--- config.mk ---
export PLATFORM = sky130hd
export DESIGN_NAME = menu_overlay_ctrl
export DESIGN_NICKNAME = d
export VERILOG_FILES = /design/src/rtl/menu_overlay_ctrl.sv
export SDC_FILE = /design/constraint.sdc
export NUM_CORES = 1
export LEC_CHECK = 0
export ABC_AREA = 1
export ABC_CLOCK_PERIOD_IN_PS = 3500
export BUFFER_PORTS_ARGS = -buffer_cell sky130_fd_sc_hd__buf_2
export CAP_MARGIN = 20
export CORE_MARGIN = 5
export CORE_UTILIZATION = 56
export DETAILED_ROUTE_END_ITERATION = 8
export PLACE_DENSITY = 0.85
export SLEW_MARGIN = 20
export SYNTH_ARGS = -nofsm -noshare
export SYNTH_HDL_FRONTEND = slang
export SYNTH_SLANG_ARGS = --single-unit
--- constraint.sdc ---
create_clock -name clk -period 3.5 [get_ports clk]
set_clock_uncertainty 0.05 [all_clocks]
set_input_delay 0.35 -clock clk [delete_from_list [all_inputs] [get_ports clk]]
set_output_delay 0.35 -clock clk [all_outputs]
set_load 0.03 [all_outputs]
--- src/rtl/menu_overlay_ctrl.sv ---
// Menu BRAM port-B sequencer: prefetches text code and glyph row one cell ahead
// of the overlay pixel stream and slots host read/write accesses into idle cycles.
`timescale 1ns/1ps
module menu_overlay_ctrl #(
  parameter logic [10:0] FONT_BASE = 11'h400,
  parameter int          TEXT_ROWS = 28
) (
  input  logic        clk,
  input  logic        resetn,
  input  logic        menu_en,
  input  logic        line_start,
  input  logic [7:0]  ovl_y,
  input  logic        pix_ce,
  input  logic [7:0]  ovl_x,
  output logic        ovl_pixel,
  output logic        ovl_valid,
  output logic        ovl_underrun,
  input  logic        host_req,
  input  logic        host_we,
  input  logic [10:0] host_addr,
  input  logic [7:0]  host_wdata,
  output logic [7:0]  host_rdata,
  output logic        host_ack,
  output logic [10:0] bram_ad,
  output logic [7:0]  bram_din,
  output logic        bram_ce,
  output logic        bram_wre,
  input  logic [7:0]  bram_dout
);

  localparam logic [7:0] Y_LIMIT = 8'(TEXT_ROWS * 8);

  typedef enum logic [2:0] {
    IDLE, CHR_RD, CHR_WT, FNT_RD, FNT_WT, HOST, HOST_WT
  } state_e;

  state_e     state_q, state_d;
  logic       pending_q, pending_d;
  logic [4:0] col_q, col_d;
  logic [7:0] line_y_q, line_y_d;
  logic [7:0] code_q, code_d;
  logic [7:0] next_buf_q, next_buf_d;
  logic       next_inv_q, next_inv_d;
  logic [7:0] cur_byte_q, cur_byte_d;
  logic       cur_inv_q, cur_inv_d;
  logic       pixel_q, pixel_d;
  logic       valid_q, valid_d;
  logic       underrun_q, underrun_d;
  logic [7:0] rdata_q, rdata_d;

  logic       cell_edge, trig_cell, trig_any, new_fetch, y_visible, fetch_busy;
  logic [4:0] cell_col, new_col;
  logic [7:0] src_byte;
  logic       src_inv;
  state_e     restart_state;

  // line_start wins over a coincident pix_ce, which is then ignored entirely.
  assign cell_edge  = (ovl_x[2:0] == 3'd0);
  assign cell_col   = ovl_x[7:3];
  assign trig_cell  = pix_ce & ~line_start & cell_edge;
  assign trig_any   = line_start | trig_cell;
  assign y_visible  = (line_y_q < Y_LIMIT);
  assign new_fetch  = line_start ? (ovl_y < Y_LIMIT) : ((cell_col != 5'd31) & y_visible);
  assign new_col    = line_start ? 5'd0 : 5'(cell_col + 5'd1);
  assign fetch_busy = pending_q | (state_q == CHR_RD) | (state_q == CHR_WT) |
                      (state_q == FNT_RD) | (state_q == FNT_WT);
  assign restart_state = new_fetch ? CHR_RD : (host_req ? HOST : IDLE);

  always_comb begin
    state_d    = state_q;
    pending_d  = pending_q;
    col_d      = col_q;
    line_y_d   = line_y_q;
    code_d     = code_q;
    next_buf_d = next_buf_q;
    next_inv_d = next_inv_q;
    cur_byte_d = cur_byte_q;
    cur_inv_d  = cur_inv_q;
    pixel_d    = pixel_q;
    valid_d    = 1'b0;
    underrun_d = underrun_q;
    rdata_d    = rdata_q;
    src_byte   = cur_byte_q;
    src_inv    = cur_inv_q;
    bram_ad    = 11'h000;
    bram_din   = 8'h00;
    bram_ce    = 1'b0;
    bram_wre   = 1'b0;
    host_ack   = 1'b0;
    host_rdata = rdata_q;

    if (line_start) line_y_d = ovl_y;
    if (trig_any && new_fetch) col_d = new_col;

    if (pix_ce && !line_start) begin
      valid_d = 1'b1;
      if (cell_edge) begin
        src_byte = next_buf_q;
        src_inv  = next_inv_q;
      end
      pixel_d = (src_byte[ovl_x[2:0]] ^ src_inv) & menu_en & y_visible;
    end

    // A boundary that finds the next cell unfinished keeps the stale buffer.
    if (trig_cell) begin
      cur_byte_d = next_buf_q;
      cur_inv_d  = next_inv_q;
      if (fetch_busy) underrun_d = 1'b1;
    end

    case (state_q)
      IDLE: begin
        pending_d = 1'b0;
        if (trig_any)       state_d = restart_state;
        else if (pending_q) state_d = CHR_RD;
        else if (host_req)  state_d = HOST;
      end
      CHR_RD: begin
        bram_ce = 1'b1;
        bram_ad = {1'b0, line_y_q[7:3], col_q};
        state_d = trig_any ? restart_state : CHR_WT;
      end
      CHR_WT: begin
        code_d  = bram_dout;
        state_d = trig_any ? restart_state : FNT_RD;
      end
      FNT_RD: begin
        bram_ce = 1'b1;
        bram_ad = FONT_BASE + {1'b0, code_q[6:0], line_y_q[2:0]};
        state_d = trig_any ? restart_state : FNT_WT;
      end
      FNT_WT: begin
        if (trig_any) begin
          state_d = restart_state;
        end else begin
          next_buf_d = bram_dout;
          next_inv_d = code_q[7];
          state_d    = host_req ? HOST : IDLE;
        end
      end
      HOST: begin
        bram_ce  = 1'b1;
        bram_wre = host_we;
        bram_ad  = host_addr;
        bram_din = host_wdata;
        host_ack = host_we;
        if (trig_any) pending_d = new_fetch;
        state_d = host_we ? IDLE : HOST_WT;
      end
      HOST_WT: begin
        host_ack   = 1'b1;
        host_rdata = bram_dout;
        rdata_d    = bram_dout;
        if (trig_any) pending_d = new_fetch;
        state_d = IDLE;
      end
      default: state_d = IDLE;
    endcase
  end

  always_ff @(posedge clk or negedge resetn) begin
    if (!resetn) begin
      state_q    <= IDLE;
      pending_q  <= 1'b0;
      col_q      <= 5'd0;
      line_y_q   <= 8'd0;
      code_q     <= 8'h00;
      next_buf_q <= 8'h00;
      next_inv_q <= 1'b0;
      cur_byte_q <= 8'h00;
      cur_inv_q  <= 1'b0;
      pixel_q    <= 1'b0;
      valid_q    <= 1'b0;
      underrun_q <= 1'b0;
      rdata_q    <= 8'h00;
    end else begin
      state_q    <= state_d;
      pending_q  <= pending_d;
      col_q      <= col_d;
      line_y_q   <= line_y_d;
      code_q     <= code_d;
      next_buf_q <= next_buf_d;
      next_inv_q <= next_inv_d;
      cur_byte_q <= cur_byte_d;
      cur_inv_q  <= cur_inv_d;
      pixel_q    <= pixel_d;
      valid_q    <= valid_d;
      underrun_q <= underrun_d;
      rdata_q    <= rdata_d;
    end
  end

  assign ovl_pixel    = pixel_q;
  assign ovl_valid    = valid_q;
  assign ovl_underrun = underrun_q;

endmodule

Word-level counts from Yosys, hierarchy flattened
Cells that the tools add are included.

word-level totals
  bits of input ports = 50
  flip-flop bits (word level) = 54
  word-level logic and storage cells = 79

cells by class
  multiplexer cells = 28
  reduce and logical (&&, ||, !) cells = 11
  order comparisons = 3
  equality and inequality tests = 9
  bitwise logic cells = 13
  add/subtract/negate cells = 2

operator list
  cell                    number
  $pmux 11 s3             1
  $mux 8                  4
  $mux 3                  10
  $pmux 3 s6              1
  $lt 8x8->1 const B      2
  $add 11x10->11 const A  1
  $eq 3x3->1 const B      3
  $mux 1                  8
  $eq 3x2->1 const B      2
  $logic_not 3->1         2
  $reduce_and 2->1        3
  $add 5x1->5 const B     1
  $and 1x1->1             5
  $mux 5                  1
  $ne 5x5->1 const B      1
  $or 1x1->1              5
  $lt 3x4->1 const B      1
  $ne 4x4->1 const B      1
  $pmux 1 s2              2
  $bmux 1 s3              1
  $eq 3x1->1 const B      1
  $reduce_or 3->1         1
  $logic_and 1x1->1       2
  $ne 2x1->1 const B      1
  other kinds (5)         6

Logic depth before layout (Yosys ltp)
Gate-level depths: netlist (run 1).

  word-level depth = 8
  depth in mapped cells = 10
  depth with buffers taken out = 10

Worst setup path after synthesis (run 1)
Ideal clock, no wire load.

  path kind = register to output
  from = register state_q[0]
  to = output host_rdata[6]
  buffers on the path = 1
  slack = 1.489 ns
  required time = 3.100 ns
  stages on the path, launching flop included = 5
  arrival = 1.611 ns
  path through = dfrtp_1 -> inv_2 -> nand3_2 -> buf_2 -> o21ai_0

between the ends
  word-level cells in the longest chain between the ends = 2

RTL lines
  element                 line  source
  from (decl)             37    state_e state_q, state_d;
  from (signal assigned)  177   state_q <= state_d;
  $eq 3x3->1              111   case (state_q)
  $mux 8                  111
  to (decl)               22    output logic [7:0] host_rdata,

No other way between the ends.

Worst setup path in the final report (run 1)
  from = register state_q[0]
  to = output bram_ad[2]

between the ends
  word-level cells in the longest chain between the ends = 2
  elaborated cells on any way between the ends = 4
  classes of those cells = 3 x eq/ne; 1 x mux

RTL lines
  element                                   line  source
  $eq 3x3->1, or another cell as far along  111
  $pmux 11 s3 *                             111
  to (decl)                                 24    output logic [10:0] bram_ad,

Mark *: on every way between the ends. The rest lies on a longest branch, timed or not.

==> results of run 1 <==
layer usage:
metal / global-route usage, % / share of wire, % / vias up
li1: - / - / 1233
met1: 27.40 / 43 / 1123
met2: 35.63 / 49 / 73
met3: 4.878 / 7.2 / 8
met4: 6.419 / 1.3 / 0
met5: 0 / 0 / -
area by class of cell:
class,instances,area (um^2)
clock buffers,5,68.82
clock inverters,3,22.52
fillers,405,1515
inverters,41,156.4
multi-input cells,229,1226
flip-flops and latches,53,1326
well taps,67,83.83
repair buffers,83,417.9
critical path, stage by stage (launching register included):
cell and delay [ns]:
dfrtp_1 0.68, inv_2 0.12, nor3_2 0.52, nand2_1 0.12, o211ai_1 0.11, buf_2 0.22
state kept, by name, indices dropped and copies added (netlist names):
| signal | cells |
|---|---|
| cur_byte_q | 7 |
| line_y_q | 8 |
| state_q | 3 |
| ovl_pixel | 1 |
| rdata_q | 8 |
| next_buf_q | 8 |
| ovl_underrun | 1 |
| cur_inv_q | 1 |
| pending_q | 1 |
| ovl_valid | 1 |
| next_inv_q | 1 |
| code_q | 8 |
| col_q | 5 |
where the power goes:
group	switching, mW	internal [mW]
Sequential	0.161	0.825
Combinational	0.810	0.362
Clock	0.202	0.142
worst max-delay path by stage:
stage / startpoint / end / slack (ns) / cells after the start
after floorplan: state_q[0] / host_rdata[6] / 1.49 / 4
after global placement: state_q[0] / bram_ad[1] / 1.46 / 5
after detailed placement: state_q[0] / bram_ad[2] / 1.38 / 5
after CTS: state_q[0] / bram_ad[2] / 1.04 / 5
after global routing: state_q[0] / bram_ad[2] / 0.86 / 5
final: state_q[0] / bram_ad[2] / 1.02 / 5
placed cells by master (no fill, tap or decap), types with 5 or more instances in the layout:
cell,synthesis,routed
nor2_1,14,14
dfrtp_1,53,53
nand3_1,22,22
clkbuf_8,0,5
o21ai_2,9,9
o21ai_1,26,26
inv_1,34,34
buf_2,6,82
nand2_1,106,106
nand4_1,8,8
o21ai_0,7,7
inv_2,6,6
o211ai_1,6,6
cells by family after synthesis:
family	after synthesis	synth area share [%]
flip-flops	53	46.80
AO/OA/AOI/OAI	58	13.11
XOR/XNOR	1	0.3091
buffers and inverters	57	9.934
adder cells (fa/ha/maj)	2	0.8829
AND/OR/NAND/NOR	168	28.96
through the flow:
| step | util (%) | hold slack (ns) | power (mW) |
|---|---|---|---|
| 2_1_floorplan | - | 0.004409 | 1.901 |
| 3_3_place_gp | 66.65 | 0.4038 | 2.129 |
| 3_5_place_dp | 66.65 | 0.4093 | 2.166 |
| 4_1_cts | 68.55 | 0.1059 | 2.515 |
| 5_1_grt | 68.55 | 0.1480 | 2.687 |
| 6_report | 68.55 | 0.07284 | 2.503 |
==> flow_metrics.env, run 1 <==
export IMPL_run_status="finished, final reports clean"
export IMPL_r2r_slack_ns=1.80
export IMPL_layout_drive_gt1_share_pct=30.92
export IMPL_drv_slew=0
export IMPL_fin_area_mm2=0.003302
export IMPL_fmax_mhz=402.6
export IMPL_grt_max_degree=39
export IMPL_numCtsBuffers=5
export IMPL_cts_sinks=53
export IMPL_synth_flop_cell="dfrtp_1"
export IMPL_start_kind="flip-flop"
export IMPL_clk_latency_ns=0.31
export IMPL_required_ns=3.10
export IMPL_synth_edf_count=0
export IMPL_finish_net_count=465
export IMPL_antenna_found_initial=0
export IMPL_clk_pin_slew_worst_paths_ns=0.10
export IMPL_num_vias=2437
export IMPL_clockRootBuffer="clkbuf_8"
export IMPL_fin_cells=481
export IMPL_crit_path_end_kind="output pin"
export IMPL_grt_pass1_vias=2395
export IMPL_rr_worst_depth=4
export IMPL_routed_via_density=5.067
export IMPL_layout_min_cycle_time_ns=2.484
export IMPL_die_h_um=81.14
export IMPL_crit_fanout=14
export IMPL_synth_seq_cells=53
export IMPL_grt_pass1_wl_um=10780
export IMPL_syn_avg_cell_area_um2=8.360
export IMPL_synth_warning_count=0
export IMPL_maxCapViolations=0
export IMPL_first_pass_iters=4
export IMPL_cts_setup_buffers=0
export IMPL_grtUsageTotal_pct=21.25
export IMPL_hold_violations=0
export IMPL_power_density_mw_per_mm2=758.0
export IMPL_post_dp_hpwl_um=4927
export IMPL_io_buffers=82
export IMPL_grt_overflow_total=0
export IMPL_netlist_area_mm2=0.002834
export IMPL_yosysMostFrequentCell="nand2_1"
export IMPL_dpl_cell_count=473
export IMPL_gp_congestion=0.8856
export IMPL_placed_area_mm2=0.003211
export IMPL_worst_slew_pin_slew_ns=0.8342
export IMPL_synth_fp_nets=391
export IMPL_synth_area_leader_cell="dfrtp_1"
export IMPL_ir_drop_mv=0.4193
export IMPL_setup_slack_ns=1.016
export IMPL_yosysSeqAreaShare_pct=46.80
export IMPL_cts_htree_levels=2
export IMPL_die_area_mm2=0.006584
export IMPL_clock_path_buffers=2
export IMPL_slew_headroom_pct=44.38
export IMPL_finalSetupTns_ns=0
export IMPL_yosys_top_cells_count="106 x nand2_1, 53 x dfrtp_1, 34 x inv_1"
export IMPL_start_util_pct=58.83
export IMPL_routed_wl_um=6373
export IMPL_synth_area_leaders="dfrtp_1 47%, nand2_1 14%, o21ai_1 4.6%, inv_1 4.5%, nand3_1 3.9%"
export IMPL_worstPathArrival_ns=2.08
export IMPL_hp_class="in2async"
export IMPL_antenna_left=0
export IMPL_syn2layout_area_growth_pct=16.51
export IMPL_row_count=25
export IMPL_path_class="reg2out"
export IMPL_coreArea_mm2=0.004817
export IMPL_ys_async_sr_fraction_pct=100.0
export IMPL_drt_iter0_markers=151
export IMPL_cts_tree="yes"
export IMPL_power_leakage_nw=1.797
export IMPL_drc=0
export IMPL_rr_startpoint="state_q[0]"
export IMPL_pin_count=83
export IMPL_yosysTopAreaCellShare_pct=46.80
export IMPL_ctsResizeCount=0
export IMPL_grt_setup_unrepaired="no"
export IMPL_post_route_period_util_pct=70.97
export IMPL_synth_cells=339
export IMPL_cts_hold_buf=0
export IMPL_wire_per_inst_um=13.25
export IMPL_die_w_um=81.14
export IMPL_r2r_end="state_q[1]"
export IMPL_setup_violations=0
export IMPL_diodes=0
export IMPL_place_ws_ns=1.381
export IMPL_synth_cell_type_count=34
(Power assumes the default switching activity.)
==> run 2, diff against run 1 <==
ABC_CLOCK_PERIOD_IN_PS = 2000   (was 3500)
CORE_UTILIZATION = 47   (was 56)
PLACE_DENSITY = 0.76   (was 0.85)
clock period = 2 ns   (was 3.5 ns; I/O delays follow)
==> run 2 against run 1 <==
Effect of this change:
- die area increased by 17%
- largest cell class unchanged
- register-to-register slack got worse by 1.4 ns
- first-iteration DRC count is 23% lower
- sequential power rose by 71%
- hold slack lost 0.031 ns
- via count is 3.0% higher
- cell count increased by 3.5%
- clock-buffer cell count did not move
- utilization down 10 points
- wire length is 3.9% higher
- clock power increased by 120%
==> flow_metrics.env, run 2 (synthesis results as in run 1) <==
export IMPL_run_status="finished, final reports clean"
export IMPL_fmax_mhz=535.6
export IMPL_antenna_found_initial=0
export IMPL_hold_violations=0
export IMPL_clockRootBuffer="clkbuf_8"
export IMPL_n_fill_cell=534
export IMPL_setup_violations=0
export IMPL_path_cells="inv_4 > nand3_1 > o211ai_1 > buf_2"
export IMPL_grt_pass1_vias=2480
export IMPL_die_w_um=87.65
export IMPL_worst_slew_pin_slew_ns=0.6507
export IMPL_grt_pass1_wl_um=11150
export IMPL_crit_buf_inv=2
export IMPL_drc=0
export IMPL_routed_wl_um=6622
export IMPL_dpl_cell_count=487
export IMPL_drt_iter0_markers=117
export IMPL_switching_share_pct=45.43
export IMPL_ir_drop_mv=0.7149
export IMPL_antenna_left=0
export IMPL_clock_path_buffers=2
export IMPL_diodes=0
export IMPL_routed_via_density=5.040
export IMPL_r2r_slack_ns=0.43
export IMPL_grt_max_degree=54
export IMPL_post_dp_hpwl_um=5094
export IMPL_power_leakage_nw=1.851
export IMPL_fin_cells=498
export IMPL_pin_count=83
export IMPL_path_class="reg2out"
export IMPL_num_vias=2510
export IMPL_worstPathArrival_ns=1.62
export IMPL_intPower_mw=2.560
export IMPL_clk_latency_ns=0.31
export IMPL_crit_fanout=13
export IMPL_slowest_delay_ns=0.51
export IMPL_coreArea_mm2=0.005886
export IMPL_cts_sinks=53
export IMPL_required_ns=1.75
export IMPL_cts_tree="yes"
export IMPL_io_buffers=82
export IMPL_die_area_mm2=0.007683
export IMPL_post_route_period_util_pct=93.36
export IMPL_hp_class="in2reg"
export IMPL_start_util_pct=48.15
export IMPL_power_density_mw_per_mm2=1369
export IMPL_pwr_share_comb_pct=47.7
export IMPL_syn2layout_area_growth_pct=20.97
export IMPL_gp_congestion=0.9149
export IMPL_critical_path_top_delay_family="flip-flops"
export IMPL_numCtsBuffers=5
export IMPL_whs_ns=0.04218
export IMPL_crit_path_end_kind="output pin"
export IMPL_grt_overflow_total=0
export IMPL_p_seq_share_pct=36.0
export IMPL_die_h_um=87.65
export IMPL_grtUsageTotal_pct=18.30
export IMPL_finish_net_count=474
export IMPL_drv_slew=0
export IMPL_cts_htree_levels=2
export IMPL_row_count=28
export IMPL_maxCapViolations=0
export IMPL_start_kind="flip-flop"
export IMPL_clk_pin_slew_worst_paths_ns=0.10
export IMPL_switchingPower_mw=2.132
export IMPL_cpMaxStageDelayCell="dfrtp_2"
export IMPL_layout_min_cycle_time_ns=1.867
export IMPL_wire_per_inst_um=13.30
export IMPL_layout_drive_gt1_share_pct=32.62
export IMPL_first_pass_iters=4
export IMPL_ff_latch_area_mm2=0.001329
export IMPL_power_frac_clock_pct=16.3
export IMPL_multi_input_area_mm2=0.001234
export IMPL_slew_headroom_pct=56.62
export IMPL_layout_commonest_cell="nand2_1"
export IMPL_final_cell_mix="106 x nand2_1, 80 x buf_2, 51 x dfrtp_1"
[run 2: worst register-to-register path: cells and delay by family (launching register included)]
family	cells	cell delay, ns
compound gates	1	0.12
buf+inv	1	0.17
flops	1	0.50
simple gates	6	0.65
[run 2: final timing paths]
kind | from | to | cells after the start
max in group asynchronous | resetn | state_q[1] | 3
min reg2reg | line_y_q[3] | line_y_q[3] | 2
max | state_q[2] | bram_ad[0] | 4
min in group asynchronous | resetn | rdata_q[5] | 3
min | ovl_y[3] | line_y_q[3] | 3
max reg2reg | state_q[1] | state_q[2] | 8
[run 2: final cells by class]
class | count | area share, %
clock buffer | 5 | 2.007
tap | 75 | 2.737
sequential | 53 | 38.76
multi-input combinational | 229 | 35.99
clock inverter | 3 | 1.387
inverter | 41 | 4.635
timing repair buffer | 92 | 14.49
[run 2: power groups by stage]
stage / clock [mW] / combinational (mW) / sequential [mW]
2_1_floorplan: 0 / 1.69 / 1.64
3_3_place_gp: 0 / 2.12 / 1.69
3_5_place_dp: 0 / 2.17 / 1.70
4_1_cts: 0.774 / 2.19 / 1.69
5_1_grt: 0.820 / 2.46 / 1.74
6_report: 0.766 / 2.24 / 1.69
[run 2: per-layer routing]
metal  track usage (%)  wire, um  share of wire [%]
met1             24.46      2841                 43
met3             3.104       363                5.5
met5                 0         0                  0
met4             6.137       110                1.7
met2             30.21      3307                 50
[run 2: repair_timing]
item,4_1_cts,5_1_grt
resized for setup,2,5
setup endpoints to repair,8,6
hold buffers,1,0
hold endpoints to repair,53,0
buffers inserted,0,2
pin swaps,0,0
[run 2: through the flow]
step                      util [%]  area [um^2]  power [mW]  worst slack [ns]  setup TNS [ns]
after global placement       55.48         3266       3.803            0.3092               0
after global routing         58.25         3428       5.020          -0.01752        -0.01752
after detailed placement     55.48         3266       3.874            0.2428               0
after CTS                    57.78         3401       4.649          0.003250               0
final                        58.25         3428       4.692            0.1328               0
after floorplan                  -         2834       3.327            0.1325               0
==> run 3, diff against run 2 <==
ABC_AREA = default   (was 1)
CORE_UTILIZATION = 30   (was 47)
PLACE_DENSITY = default   (was 0.76)
==> run 3 against run 2 <==
Effect of this change:
- synthesized cell count is 32% lower
- global-route usage is 6.0 points lower
- hold slack better by 0.019 ns
- critical endpoint is now bram_ad[7]
- largest power group unchanged
==> flow_metrics.env, run 3 <==
export IMPL_synth_edf_count=0
export IMPL_switching_share_pct=40.68
export IMPL_synth_cell_type_count=36
export IMPL_required_ns=1.75
export IMPL_wire_per_inst_um=15.45
export IMPL_yosysSeqAreaShare_pct=49.10
export IMPL_grt_pass1_wl_um=11300
export IMPL_fmax_mhz=520.4
export IMPL_grt_setup_unrepaired="yes"
export IMPL_syn_avg_cell_area_um2=11.74
export IMPL_p_seq_share_pct=36.3
export IMPL_start_util_pct=30.83
export IMPL_power_mw=4.765
export IMPL_diodes=0
export IMPL_synth_area_leader_cell="dfrtp_1"
export IMPL_die_area_mm2=0.01100
export IMPL_clock_path_buffers=2
export IMPL_dpl_cell_count=424
export IMPL_finalSetupTns_ns=0
export IMPL_routed_via_density=4.832
export IMPL_num_vias=2126
export IMPL_place_ws_ns=0.1798
export IMPL_crit_path_end_kind="output pin"
export IMPL_layout_min_cycle_time_ns=1.922
export IMPL_power_leakage_nw=1.696
export IMPL_hold_violations=0
export IMPL_synth_seq_cells=53
export IMPL_critical_path_top_delay_family="flip-flops"
export IMPL_slowest_delay_ns=0.51
export IMPL_layout_drive_gt1_share_pct=49.10
export IMPL_whs_ns=0.06126
export IMPL_pin_count=83
export IMPL_setup_slack_ns=0.07845
export IMPL_grt_overflow_total=0
export IMPL_layout_commonest_cell="buf_2"
export IMPL_run_status="finished, final reports clean"
export IMPL_gp_congestion=0.7908
export IMPL_cts_tree="yes"
export IMPL_finish_net_count=383
export IMPL_worstPathArrival_ns=1.67
export IMPL_grt_pass1_vias=2219
export IMPL_power_density_mw_per_mm2=1369
export IMPL_io_buffers=82
export IMPL_worst_slew_pin_slew_ns=0.9795
export IMPL_pwr_share_comb_pct=50.9
export IMPL_drt_iter0_markers=53
export IMPL_post_route_period_util_pct=96.08
export IMPL_die_w_um=104.9
export IMPL_ys_async_sr_fraction_pct=100.0
export IMPL_cts_htree_levels=2
export IMPL_numCtsBuffers=5
export IMPL_crit_fanout=10
export IMPL_path_cells="buf_4 > mux2i_1 > o21ai_0 > and2_1 > buf_2"
export IMPL_antenna_found_initial=0
export IMPL_first_pass_iters=4
export IMPL_hp_class="in2reg"
export IMPL_setup_violations=0
export IMPL_rr_worst_depth=6
export IMPL_cts_sinks=53
export IMPL_intPower_mw=2.826
export IMPL_clockRootBuffer="clkbuf_8"
export IMPL_coreArea_mm2=0.008763
export IMPL_drc=0
export IMPL_yosysMostFrequentCell="dfrtp_1"
export IMPL_yosys_top_cells_count="53 x dfrtp_1, 41 x mux2_2, 18 x o21ai_0"
export IMPL_start_kind="flip-flop"
export IMPL_slew_headroom_pct=34.70
export IMPL_path_class="reg2out"
export IMPL_row_count=34
export IMPL_min_delay_path_depth=2
export IMPL_yosysTopAreaCellShare_pct=49.10
export IMPL_switchingPower_mw=1.938
export IMPL_clk_pin_slew_worst_paths_ns=0.10
export IMPL_fin_cells=440
export IMPL_synth_warning_count=0
export IMPL_syn2layout_area_growth_pct=28.81
export IMPL_synth_fp_nets=282
export IMPL_die_h_um=104.9
export IMPL_grt_max_degree=29
export IMPL_clk_latency_ns=0.30
export IMPL_drv_slew=0
export IMPL_cp_num_cells=5
export IMPL_netlist_area_mm2=0.002701
export IMPL_crit_buf_inv=2
export IMPL_antenna_left=0
export IMPL_maxCapViolations=0
export IMPL_post_dp_hpwl_um=5360
export IMPL_synth_cells=230
export IMPL_power_frac_clock_pct=12.8
export IMPL_synth_flop_cell="dfrtp_1"
export IMPL_routed_wl_um=6796
export IMPL_cpMaxStageDelayCell="dfrtp_2"
export IMPL_final_cell_mix="82 x buf_2, 50 x dfrtp_1, 41 x mux2_2"
export IMPL_synth_area_leaders="dfrtp_1 49%, mux2_2 17%, mux2i_1 5.2%, o21ai_0 3.3%, and2_1 2.3%"
export IMPL_r2r_slack_ns=0.27
export IMPL_ir_drop_mv=0.7171
export IMPL_grtUsageTotal_pct=12.28
[run 3: routing by layer]
| metal | GRT usage, % | up-vias | wire (um) |
|---|---|---|---|
| met1 | 16.83 | 1022 | 3118 |
| li1 | - | 1030 | - |
| met2 | 19.92 | 68 | 3164 |
| met5 | 0 | - | 0 |
| met4 | 2.557 | 0 | 79 |
| met3 | 2.836 | 6 | 433 |
[run 3: power by group through the flow]
stage               Combinational [mW]  Clock (mW)  Sequential (mW)
floorplan                         1.67           0             1.68
global route                      2.65       0.674             1.78
CTS                               2.31       0.634             1.79
finish                            2.43       0.608             1.73
global placement                  2.27           0             1.79
detailed placement                2.30           0             1.80
[run 3: final timing paths]
| path | endpoint | from |
|---|---|---|
| setup / recovery | bram_ad[7] | state_q[1] |
| hold / removal | col_q[0] | ovl_x[3] |
| setup reg to reg | next_buf_q[6] | state_q[1] |
| hold reg to reg | rdata_q[2] | rdata_q[2] |
| max in group asynchronous | code_q[3] | resetn |
| min in group asynchronous | rdata_q[7] | resetn |
[run 3: logic make-up (layout without fill, tap and decap cells)]
| family | Yosys count | in the layout | share of synthesized area (%) |
|---|---|---|---|
| AO/OA/AOI/OAI | 39 | 39 | 9.218 |
| multiplexers | 57 | 57 | 24.22 |
| AND/OR/NAND/NOR | 54 | 54 | 11.76 |
| adder cells (fa/ha/maj) | 2 | 2 | 0.9262 |
| flip-flops | 53 | 53 | 49.10 |
| buffers and inverters | 20 | 122 | 3.150 |
| XOR/XNOR | 5 | 5 | 1.621 |
[run 3: final cells by class]
type	count	area, um^2
clock buffer	5	68.82
clock inverter	3	21.27
inverter	7	26.28
sequential	53	1330
multi-input combinational	157	1297
tap	108	135.1
fill	873	5284
timing repair buffer	107	600.6
[run 3: through the flow]
| step | util [%] | cell area, um^2 |
|---|---|---|
| 2_1_floorplan | - | 2701 |
| 3_3_place_gp | 37.84 | 3316 |
| 3_5_place_dp | 37.84 | 3316 |
| 4_1_cts | 39.05 | 3422 |
| 5_1_grt | 39.71 | 3480 |
| 6_report | 39.71 | 3480 |
[run 3: timing repair]
item | 4_1_cts | 5_1_grt
setup endpoints to repair | 29 | 21
setup buffers | 0 | 7
hold buffers | 1 | 0
gates resized for setup | 4 | 1
hold endpoints to repair | 11 | 0
